--- config.mk ---
export PLATFORM = sky130hd
export DESIGN_NAME = sha1_wsched
export DESIGN_NICKNAME = d
export VERILOG_FILES = /design/src/rtl/sha1_wsched.sv
export SDC_FILE = /design/constraint.sdc
export NUM_CORES = 1
export LEC_CHECK = 0
export CELL_PAD_IN_SITES_DETAIL_PLACEMENT = 0
export CELL_PAD_IN_SITES_GLOBAL_PLACEMENT = 1
export CORE_MARGIN = 1
export CORE_UTILIZATION = 38
export CTS_CLUSTER_SIZE = 30
export DETAILED_ROUTE_END_ITERATION = 8
export PLACE_DENSITY_LB_ADDON = 0.05
export SETUP_SLACK_MARGIN = 0.15
export SYNTH_ARGS = -nofsm -noshare
export SYNTH_HDL_FRONTEND = slang
export SYNTH_SLANG_ARGS = --single-unit
export TNS_END_PERCENT = 5
--- constraint.sdc ---
create_clock -name clk -period 2.2 [get_ports clk]
set_input_delay 0.55 -clock clk [delete_from_list [all_inputs] [get_ports clk]]
set_output_delay 0.55 -clock clk [all_outputs]
set_load 0.03 [all_outputs]
--- src/rtl/sha1_wsched.sv ---
// SHA-1 message-schedule generator: loads one 512-bit block, streams W[0..NROUNDS-1].
// Build option: define SHA1_WSCHED_BSWAP_EN to byte-swap each input word on load.
//
// Ports:
//   clk, rst             rising-edge clock, synchronous active-high reset
//   blk_valid/blk_ready  block handshake; blk_data word0 = [511:480], word15 = [31:0]
//   w_valid/w_ready      schedule-word handshake
//   w_data               schedule word W[w_t]
//   w_t                  round index 0..NROUNDS-1
//   w_last               flags the final word of the block
//   busy                 high while words of a loaded block are pending
//
// A 16-word sliding window holds W[t..t+15]. Each accepted word shifts the window
// and appends W[t+16], so no 80-word store is needed. All outputs come straight
// from flops, so there is no combinational path from any input to any output.

module sha1_wsched #(
    parameter int NROUNDS = 80,
    parameter int TW      = 8
) (
    input  logic          clk,
    input  logic          rst,
    input  logic          blk_valid,
    output logic          blk_ready,
    input  logic [511:0]  blk_data,
    output logic          w_valid,
    input  logic          w_ready,
    output logic [31:0]   w_data,
    output logic [TW-1:0] w_t,
    output logic          w_last,
    output logic          busy
);

    typedef enum logic {
        IDLE = 1'b0,
        RUN  = 1'b1
    } state_t;

    localparam logic [TW-1:0] T_LAST = TW'(NROUNDS - 1);

    state_t        state_q, state_d;
    logic [31:0]   win_q [16];
    logic [31:0]   win_d [16];
    logic [TW-1:0] t_q, t_d;
    logic          w_last_q, w_last_d;
    logic [31:0]   mix;
    logic [31:0]   nxt;

    // Input word as it enters the window.
    function automatic logic [31:0] load_word(input logic [31:0] w);
`ifdef SHA1_WSCHED_BSWAP_EN
        // Upstream packs little-endian; restore FIPS 180-4 byte order.
        return {w[7:0], w[15:8], w[23:16], w[31:24]};
`else
        return w;
`endif
    endfunction

    // W[t+16] = rotl1(W[t+13] ^ W[t+8] ^ W[t+2] ^ W[t])
    always_comb begin
        mix = win_q[13] ^ win_q[8] ^ win_q[2] ^ win_q[0];
        nxt = {mix[30:0], mix[31]};
    end

    always_comb begin
        state_d = state_q;
        t_d     = t_q;
        for (int i = 0; i < 16; i++) begin
            win_d[i] = win_q[i];
        end

        unique case (state_q)
            IDLE: begin
                if (blk_valid) begin
                    for (int i = 0; i < 16; i++) begin
                        win_d[i] = load_word(blk_data[511-32*i -: 32]);
                    end
                    t_d     = '0;
                    state_d = RUN;
                end
            end
            RUN: begin
                if (w_ready) begin
                    for (int i = 0; i < 15; i++) begin
                        win_d[i] = win_q[i+1];
                    end
                    win_d[15] = nxt;
                    if (t_q == T_LAST) begin
                        // Final word taken; a new block can enter next cycle.
                        t_d     = '0;
                        state_d = IDLE;
                    end else begin
                        t_d = t_q + TW'(1);
                    end
                end
            end
            default: begin
                state_d = IDLE;
            end
        endcase

        // Registered so w_last is a plain flop output aligned with w_t.
        w_last_d = (state_d == RUN) && (t_d == T_LAST);
    end

    always_ff @(posedge clk) begin
        if (rst) begin
            state_q  <= IDLE;
            t_q      <= '0;
            w_last_q <= 1'b0;
            for (int i = 0; i < 16; i++) begin
                win_q[i] <= '0;
            end
        end else begin
            state_q  <= state_d;
            t_q      <= t_d;
            w_last_q <= w_last_d;
            for (int i = 0; i < 16; i++) begin
                win_q[i] <= win_d[i];
            end
        end
    end

    assign blk_ready = (state_q == IDLE);
    assign w_valid   = (state_q == RUN);
    assign busy      = (state_q == RUN);
    assign w_data    = win_q[0];
    assign w_t       = t_q;
    assign w_last    = w_last_q;

endmodule
==> run metrics, run 1 <==
Adder-Cell Fraction of Synth Area=0.000522; Vias=20189; post-synth cell types=40; DRC violation count after routing=0; fillers=5774; fin crit share=0.913; mux share of post-synthesis cell area=0.201; port bufs=about 560; Mapped Cells=2518; Setup crit start kind=flop; maximum number of pins on one net before global-route repair=between 100 and 150; critical path depth=1; Crit path buffers/inverters=1; Post-Synth Simple-Gate Area=0.0947; Slew Limit Headroom=0.511; Iter 0 DRT Violations=1412; VDD IR-drop max=about 0.63 mV; GR Util All Layers=0.277; Final Setup Violations=0; Synth area leaders=dfxtp_1, mux2i_1, a211oi_1, nor2_1, buf_2; fin nets=approximately 3500; number of synthesized flops with an enable pin=0; Yosys reg bits=roughly 520; Final Hold Vio Count=0; DP HPWL=70.7 mm; Via density=5.23; Crit Path Max Fanout=3; max_cap viols=0; run status=finished, final reports clean; critical path's top delay family=buffers and inverters; crit path DAT=1460 ps; skew final=29.8 ps; CTS tree=built; Yosys top cell area share=0.436; Synth async-reset ratio=0; P_leak=12.4 nW; Hold Crit Class=in -> reg; post-synthesis net count=about 3000; FP Rows=a little over 90; Longest Clk Path Bufs=3; Core ar.=61900 um^2; DRT Pass-1 Iters=5; global placer's final weighted congestion=0.877; Die Ht=253 um; Final Instance Count excl. Fillers=3859; vias in the first global route=between 15000 and 20000; CP max-delay cell=clkdlybuf4s15_1; Die W=253 um; starting density of the core=0.387; die area=around 64000 um^2; Mean Syn Cell Area=between 9 and 10 um^2; CTS H-tree depth=2; Clock Sinks=522; Setup Crit Path Kind=reg -> out; Primary FF master, synth=dfxtp_1; Final Power=26.5 mW; Final TNS setup=0 ps; flop-to-flop setup slack=250 ps; TritonCTS buffer count=59; mapped cell area=around 24000 um^2; Critical Path Max Stage Delay=440 ps; worst slew pin tran=728 ps; Yosys Warn Count=0; largest family of logic cells by synthesized area=multiplexers; post-route cell area=32300 um^2; RSZ-0062 raised after global routing=yes; R2R Path End=win_q[1][239]; final wirelength=91.3 mm; fmax=0.498 GHz; cell with the most instances after synthesis=dfxtp_1; placed insts=3730; Synth top cells by count=dfxtp_1, nor2_1, a211oi_1; total grt overflow=0; root buffer cell=clkbuf_16; layout cells sized above 1=0.0696; worst flop-to-flop path startpoint=busy; Avg WL per Cell=approximately 24 um; remaining antenna violation count after routing=0; Worst Reg-to-Reg Cells=7; max-slew violations=0; Ports=560; CP Cell Sequence=clkdlybuf4s15_1; XOR/XNOR Fraction of Synth Area=0.0369; clock transition at the registers of the reported paths=60 ps; Worst Setup EP=w_data[4]; Area after DPL=30200 um^2; Compound-Gate Fraction of Synth Area=0.173; fin crit period=2010 ps; Area Overhead vs Synth=34.8%; Clk Latency, worst-skew pair=630 ps; Critical Path RT=1650 ps; PD cells=820 nW/um^2; CP Launch Point=win_q[0][4]; register area share after synthesis=0.436; initial antenna violation count=26; endpoint type of the worst setup path=output pin; cell type with the largest total area after synthesis=dfxtp_1; first-pass GRT wire length=between 100 and 150 mm
## cells in the final DEF, fill, tap and decap left out, drive strengths merged, types with 2 or more instances in the layout
cell type	synthesis	final
nand4	3	3
nor3	2	2
inv	3	6
or3	2	2
o21ai	29	29
bufinv	0	4
nand3	4	4
buf	191	89
nor4b	2	2
clkinvlp	0	2
nor2	510	510
clkdlybuf4s50	0	514
xnor2	74	74
a21oi	9	9
xor2	27	27
mux2i	480	480
nand2b	2	2
dfxtp	522	522
clkbuf	77	85
nand2	48	48
clkdlybuf4s15	0	15
a211oi	509	509
clkinv	0	14
o211ai	7	7
dlygate4sd2	0	29
a22oi	2	2
and2	3	3
diode	0	17
## final cells by class
| class | instances | area, um^2 | area share |
|---|---|---|---|
| Antenna cell | 17 | 42.5 | 0.00132 |
| Clock buffer | 85 | 1730 | 0.0537 |
| Clock inverter | 23 | 235 | 0.00729 |
| Inverter | 3 | 11.3 | 0.000349 |
| Multi-Input combinational cell | 1725 | 12100 | 0.375 |
| Sequential cell | 522 | 10500 | 0.324 |
| Tap cell | 837 | 1050 | 0.0325 |
| Timing Repair Buffer | 647 | 6630 | 0.205 |
## layer usage
| layer | share of wire | GRT usage | vias to the layer above |
|---|---|---|---|
| li1 | - | - | 9977 |
| met5 | 0.0014 | 0 | - |
| met1 | 0.43 | 0.356 | 9465 |
| met4 | 0.043 | 0.132 | 20 |
| met2 | 0.47 | 0.448 | 582 |
| met3 | 0.053 | 0.0477 | 145 |
## cell families (layout without fill, tap and decap cells)
| group | after synthesis | after routing |
|---|---|---|
| AOI/OAI and AO/OA | 562 | 562 |
| xor gates and xnor gates | 101 | 101 |
| adders and majority gates | 1 | 1 |
| buffers and inverters | 271 | 758 |
| DFF | 522 | 522 |
| muxes | 480 | 480 |
| other | 0 | 17 |
| and+or+nand+nor | 581 | 581 |
## registers in the layout, indices dropped and copies added, names as in the netlist
register  cells
busy          1
w_t           8
w_last        1
win_q       512
## power breakdown
| group | switching, mW | internal (mW) | leakage, nW |
|---|---|---|---|
| combinational | 2.62 | 2.54 | 7.04 |
| clock | 4.15 | 5.92 | 0.979 |
| sequential | 0.846 | 10.4 | 4.33 |
## how the worst min path moves through the flow
stage,from,endpoint,slack (ps),cells past startpoint
finish,rst,w_t[1],290,2
global route,rst,w_t[2],300,2
CTS,rst,w_t[2],290,2
detailed placement,win_q[1][252],win_q[1][252],450,2
global placement,win_q[1][252],win_q[1][252],460,2
floorplan,win_q[1][224],win_q[1][224],430,2
## per-stage QoR
stage               hold slack [ps]  setup slack, ps   util
floorplan                       432              369      -
global placement                462             -276  0.488
detailed placement              450             -276  0.488
CTS                             289              150  0.520
global route                    300              143  0.521
finish                          286              191  0.521
## what timing repair did
item | CTS | global route
buffers inserted | 4 | 0
pin swaps | 0 | 0
endpoints found under the setup margin | 44 | 3
resized for setup | 72 | 1
hold buffers | 0 | 0
hold endpoints to repair | 0 | 0
Note: power is estimated with default switching activity, not from simulation.
==> inputs of run 2 (changes only) <==
--- a/config.mk
+++ b/config.mk
@@ -5,11 +5,12 @@
 export SDC_FILE = /design/constraint.sdc
 export NUM_CORES = 1
 export LEC_CHECK = 0
+export ABC_AREA = 1
 export CELL_PAD_IN_SITES_DETAIL_PLACEMENT = 0
 export CELL_PAD_IN_SITES_GLOBAL_PLACEMENT = 1
 export CORE_MARGIN = 1
-export CORE_UTILIZATION = 38
-export CTS_CLUSTER_SIZE = 30
+export CORE_UTILIZATION = 36
+export CTS_CLUSTER_SIZE = 25
 export DETAILED_ROUTE_END_ITERATION = 8
 export PLACE_DENSITY_LB_ADDON = 0.05
 export SETUP_SLACK_MARGIN = 0.15
==> run 2 against run 1 <==
Global-route usage rose by 1.9 points; synthesized cell count rose by 23%; register-to-register slack barely moved; sequential power barely moved; die area rose by 1.5%; maximum frequency fell by 1.7%; critical endpoint is now w_data[6].
==> run metrics, run 2 <==
max reg flops=512 (unchanged); Vias=23641 (+17%); fmax=0.489 GHz (-1.7%); met3 Track Usage GR=0.0333 (-0.0144); skew final=10.4 ps (-19.4 ps); Compound-Gate Fraction of Synth Area=0.258 (+0.0850); hold path depth=2 (unchanged); Crit Path Max Fanout=3 (unchanged); worst flop-to-flop path startpoint=busy; final core occ=0.497 (-0.0238); RSZ-0062 raised after global routing=yes; layout cells sized above 1=0.0615 (-0.00800); remaining antenna violation count after routing=0 (unchanged); Post-Synth Simple-Gate Area=0.174 (+0.0792); Worst Reg-to-Reg Cells=5 (-2); Die W=255 um (+0.75%); GR Util All Layers=0.296 (+0.0190); Via density=5.39 (+3.0%); post-synth cell types=23 (-43%); run status=finished, final reports clean; final worst setup slack=156 ps (-35.3 ps); Yosys top cell area share=0.454 (+0.0174); first-pass GRT wire length=143 mm (+10%); post-synthesis net count=3604 (+19%); Synth top cells by count=nand2_1, dfxtp_1, a31oi_1; TritonCTS buffer count=58 (-1.7%); fin nets=4019 (+16%); switch share=0.289 (+0.00172); DRC violation count after routing=0 (unchanged); critical path's top delay family=buffers and inverters; placed insts=4285 (+15%); Adder-Cell Fraction of Synth Area=0.000543 (+0.0000208); Avg WL per Cell=22.8 um (-3.5%); PD cells=864 nW/um^2 (+5.3%); fin crit period=2040 ps (+35.3 ps); Seq pwr share=0.417 (-0.008); Area Overhead vs Synth=36.4%; commonest non-fill, non-tap cell in the layout=nand2_1; maximum number of pins on one net before global-route repair=181 (+76%); most frequent cells in the layout=nand2_1, dfxtp_1, clkdlybuf4s50_1; max-slew violations=0 (unchanged); crit path DAT=1490 ps (+30 ps); Final TNS setup=0 ps (unchanged); Longest Clk Path Bufs=3 (unchanged); Setup crit start kind=flop; mux share of post-synthesis cell area=0 (-0.201); Ports=560 (unchanged); Final Power=27.1 mW (+2.5%); Primary FF master, synth=dfxtp_1; endpoint type of the worst setup path=output pin; Slew Limit Headroom=0.447 (-0.0649); Core ar.=63200 um^2 (+2.0%); Post-CTS Hold Buffers=0 (unchanged); Critical Path Max Stage Delay=490 ps (+50 ps); R2R Path End=win_q[0][65]; starting density of the core=0.364 (-0.0222); Mean Syn Cell Area=7.46 um^2 (-22%); Yosys reg bits=522 (unchanged); Final Setup Violations=0 (unchanged); global placer's final weighted congestion=0.904 (+3.1%); DRT Pass-1 Iters=7 (+2); Mapped Cells=3087 (+23%); vias in the first global route=22131 (+14%); initial antenna violation count=4 (-85%); CP max-delay cell=clkdlybuf4s15_1; Final Hold Vio Count=0 (unchanged); Hold Crit Class=reg -> reg; final wirelength=100 mm (+9.8%); GR Util met1=0.396 (+0.0403); GRT met2 Usage=0.488 (+0.0393); total grt overflow=0 (unchanged); cell with the most instances after synthesis=nand2_1; mapped cell area=23000 um^2 (-3.8%); post-route cell area=31400 um^2 (-2.6%); Worst Hold Launch=win_q[0][51]; Yosys Warn Count=0 (unchanged); Crit path buffers/inverters=1 (unchanged); Die Ht=255 um (+0.75%); DP HPWL=75.7 mm (+7.1%); die area=65000 um^2 (+1.5%); Setup Crit Path Kind=reg -> out; largest family of logic cells by synthesized area=compound AO/OA/AOI/OAI gates; Internal Power=19.3 mW (+2.3%); Reg with most FFs=win_q; Clk Latency, worst-skew pair=610 ps (-20 ps); Synth async-reset ratio=0 (unchanged); Synth area leaders=dfxtp_1, nand2_1, a31oi_1, o21ai_1, o21ai_0; max_cap viols=0 (unchanged); flop-to-flop setup slack=260 ps (about the same); Final Instance Count excl. Fillers=4389 (+14%); P_leak=11.9 nW (-3.4%); number of synthesized flops with an enable pin=0 (unchanged); sw power=7.86 mW (+3.2%); Clock Sinks=522 (unchanged); VDD IR-drop max=0.605 mV (-3.2%); grt peak-use layer=met2; fillers=6221 (+7.7%); Critical Path RT=1650 ps (about the same); Area after DPL=29400 um^2 (-2.9%); DP Worst Slack=-30.9 ps (+245 ps); hold slack=468 ps (+182 ps); clock transition at the registers of the reported paths=60 ps (about the same); CP Cell Sequence=clkdlybuf4s15_1; clock network power share=0.388 (+0.008); CTS tree=built; cell type with the largest total area after synthesis=dfxtp_1; register area share after synthesis=0.454 (+0.0174); fin crit share=0.929 (+0.0160); worst slew pin tran=830 ps (+103 ps); Iter 0 DRT Violations=2027 (+44%); root buffer cell=clkbuf_16; XOR/XNOR Fraction of Synth Area=0.0369 (-0.0000522); Logic pwr share=0.195 (about the same); FP Rows=92 (+1.1%); port bufs=559 (unchanged); worst-case hold path end point=win_q[0][19]; CTS H-tree depth=2 (unchanged)
==> run 2: repair_timing <==
item / CTS / global route
gates resized for setup: 66 / 1
buffers inserted: 3 / 0
endpoints found under the hold margin: 0 / 0
setup endpoints to repair: 44 / 8
==> run 2: layer usage <==
metal  up-vias  wire length [um]  part of all wire
li1      11484                 -                 -
met5         -                36           0.00036
met3       152              5770             0.058
met4         6              3660             0.037
met1     11143             43500              0.43
met2       856             47200              0.47
==> run 2: worst max path at each step <==
stage / startpoint / endpoint / slack, ps / cells after the start
global route: win_q[0][2] / w_data[2] / 130 / 1
detailed placement: w_ready / win_q[1][36] / -30 / 8
finish: win_q[0][6] / w_data[6] / 160 / 1
CTS: win_q[0][26] / w_data[26] / 150 / 1
global placement: w_ready / win_q[0][80] / -20 / 8
floorplan: busy / blk_ready / 530 / 3
==> run 2: area by class of cell <==
class | instances | area (um^2) | area share
inverter | 24 | 114 | 0.00362
antenna | 1 | 2.50 | 0.0000796
timing repair buffer | 673 | 6940 | 0.221
multi-input combinational | 2223 | 10800 | 0.344
tap | 846 | 1060 | 0.0337
clock buffer | 86 | 1740 | 0.0553
sequential | 522 | 10500 | 0.333
clock inverter | 14 | 299 | 0.00952
==> run 2: power by group through the flow <==
stage,logic [mW],registers (mW),clock network (mW)
2_1_floorplan,3.13,11.1,0
3_3_place_gp,5.22,11.5,0
3_5_place_dp,5.27,11.5,0
4_1_cts,5.29,11.3,10.7
5_1_grt,5.76,11.4,11.1
6_report,5.30,11.3,10.5
==> run 2: logic make-up (layout without fill, tap and decap cells) <==
group	count (synthesis)	in the layout
AOI/OAI and AO/OA	1063	1063
and+or+nand+nor	1062	1062
DFF	522	522
buffers and inverters	342	797
xor gates and xnor gates	97	97
adders and majority gates	1	1
other	0	1
==> inputs of run 3 (changes only) <==
--- a/config.mk
+++ b/config.mk
@@ -12,6 +12,7 @@
 export CORE_UTILIZATION = 36
 export CTS_CLUSTER_SIZE = 25
 export DETAILED_ROUTE_END_ITERATION = 8
+export HOLD_SLACK_MARGIN = 0.12
 export PLACE_DENSITY_LB_ADDON = 0.05
 export SETUP_SLACK_MARGIN = 0.15
 export SYNTH_ARGS = -nofsm -noshare
==> results of run 3 <==
Final layout, timing and power as in run 2 (identical DEF).
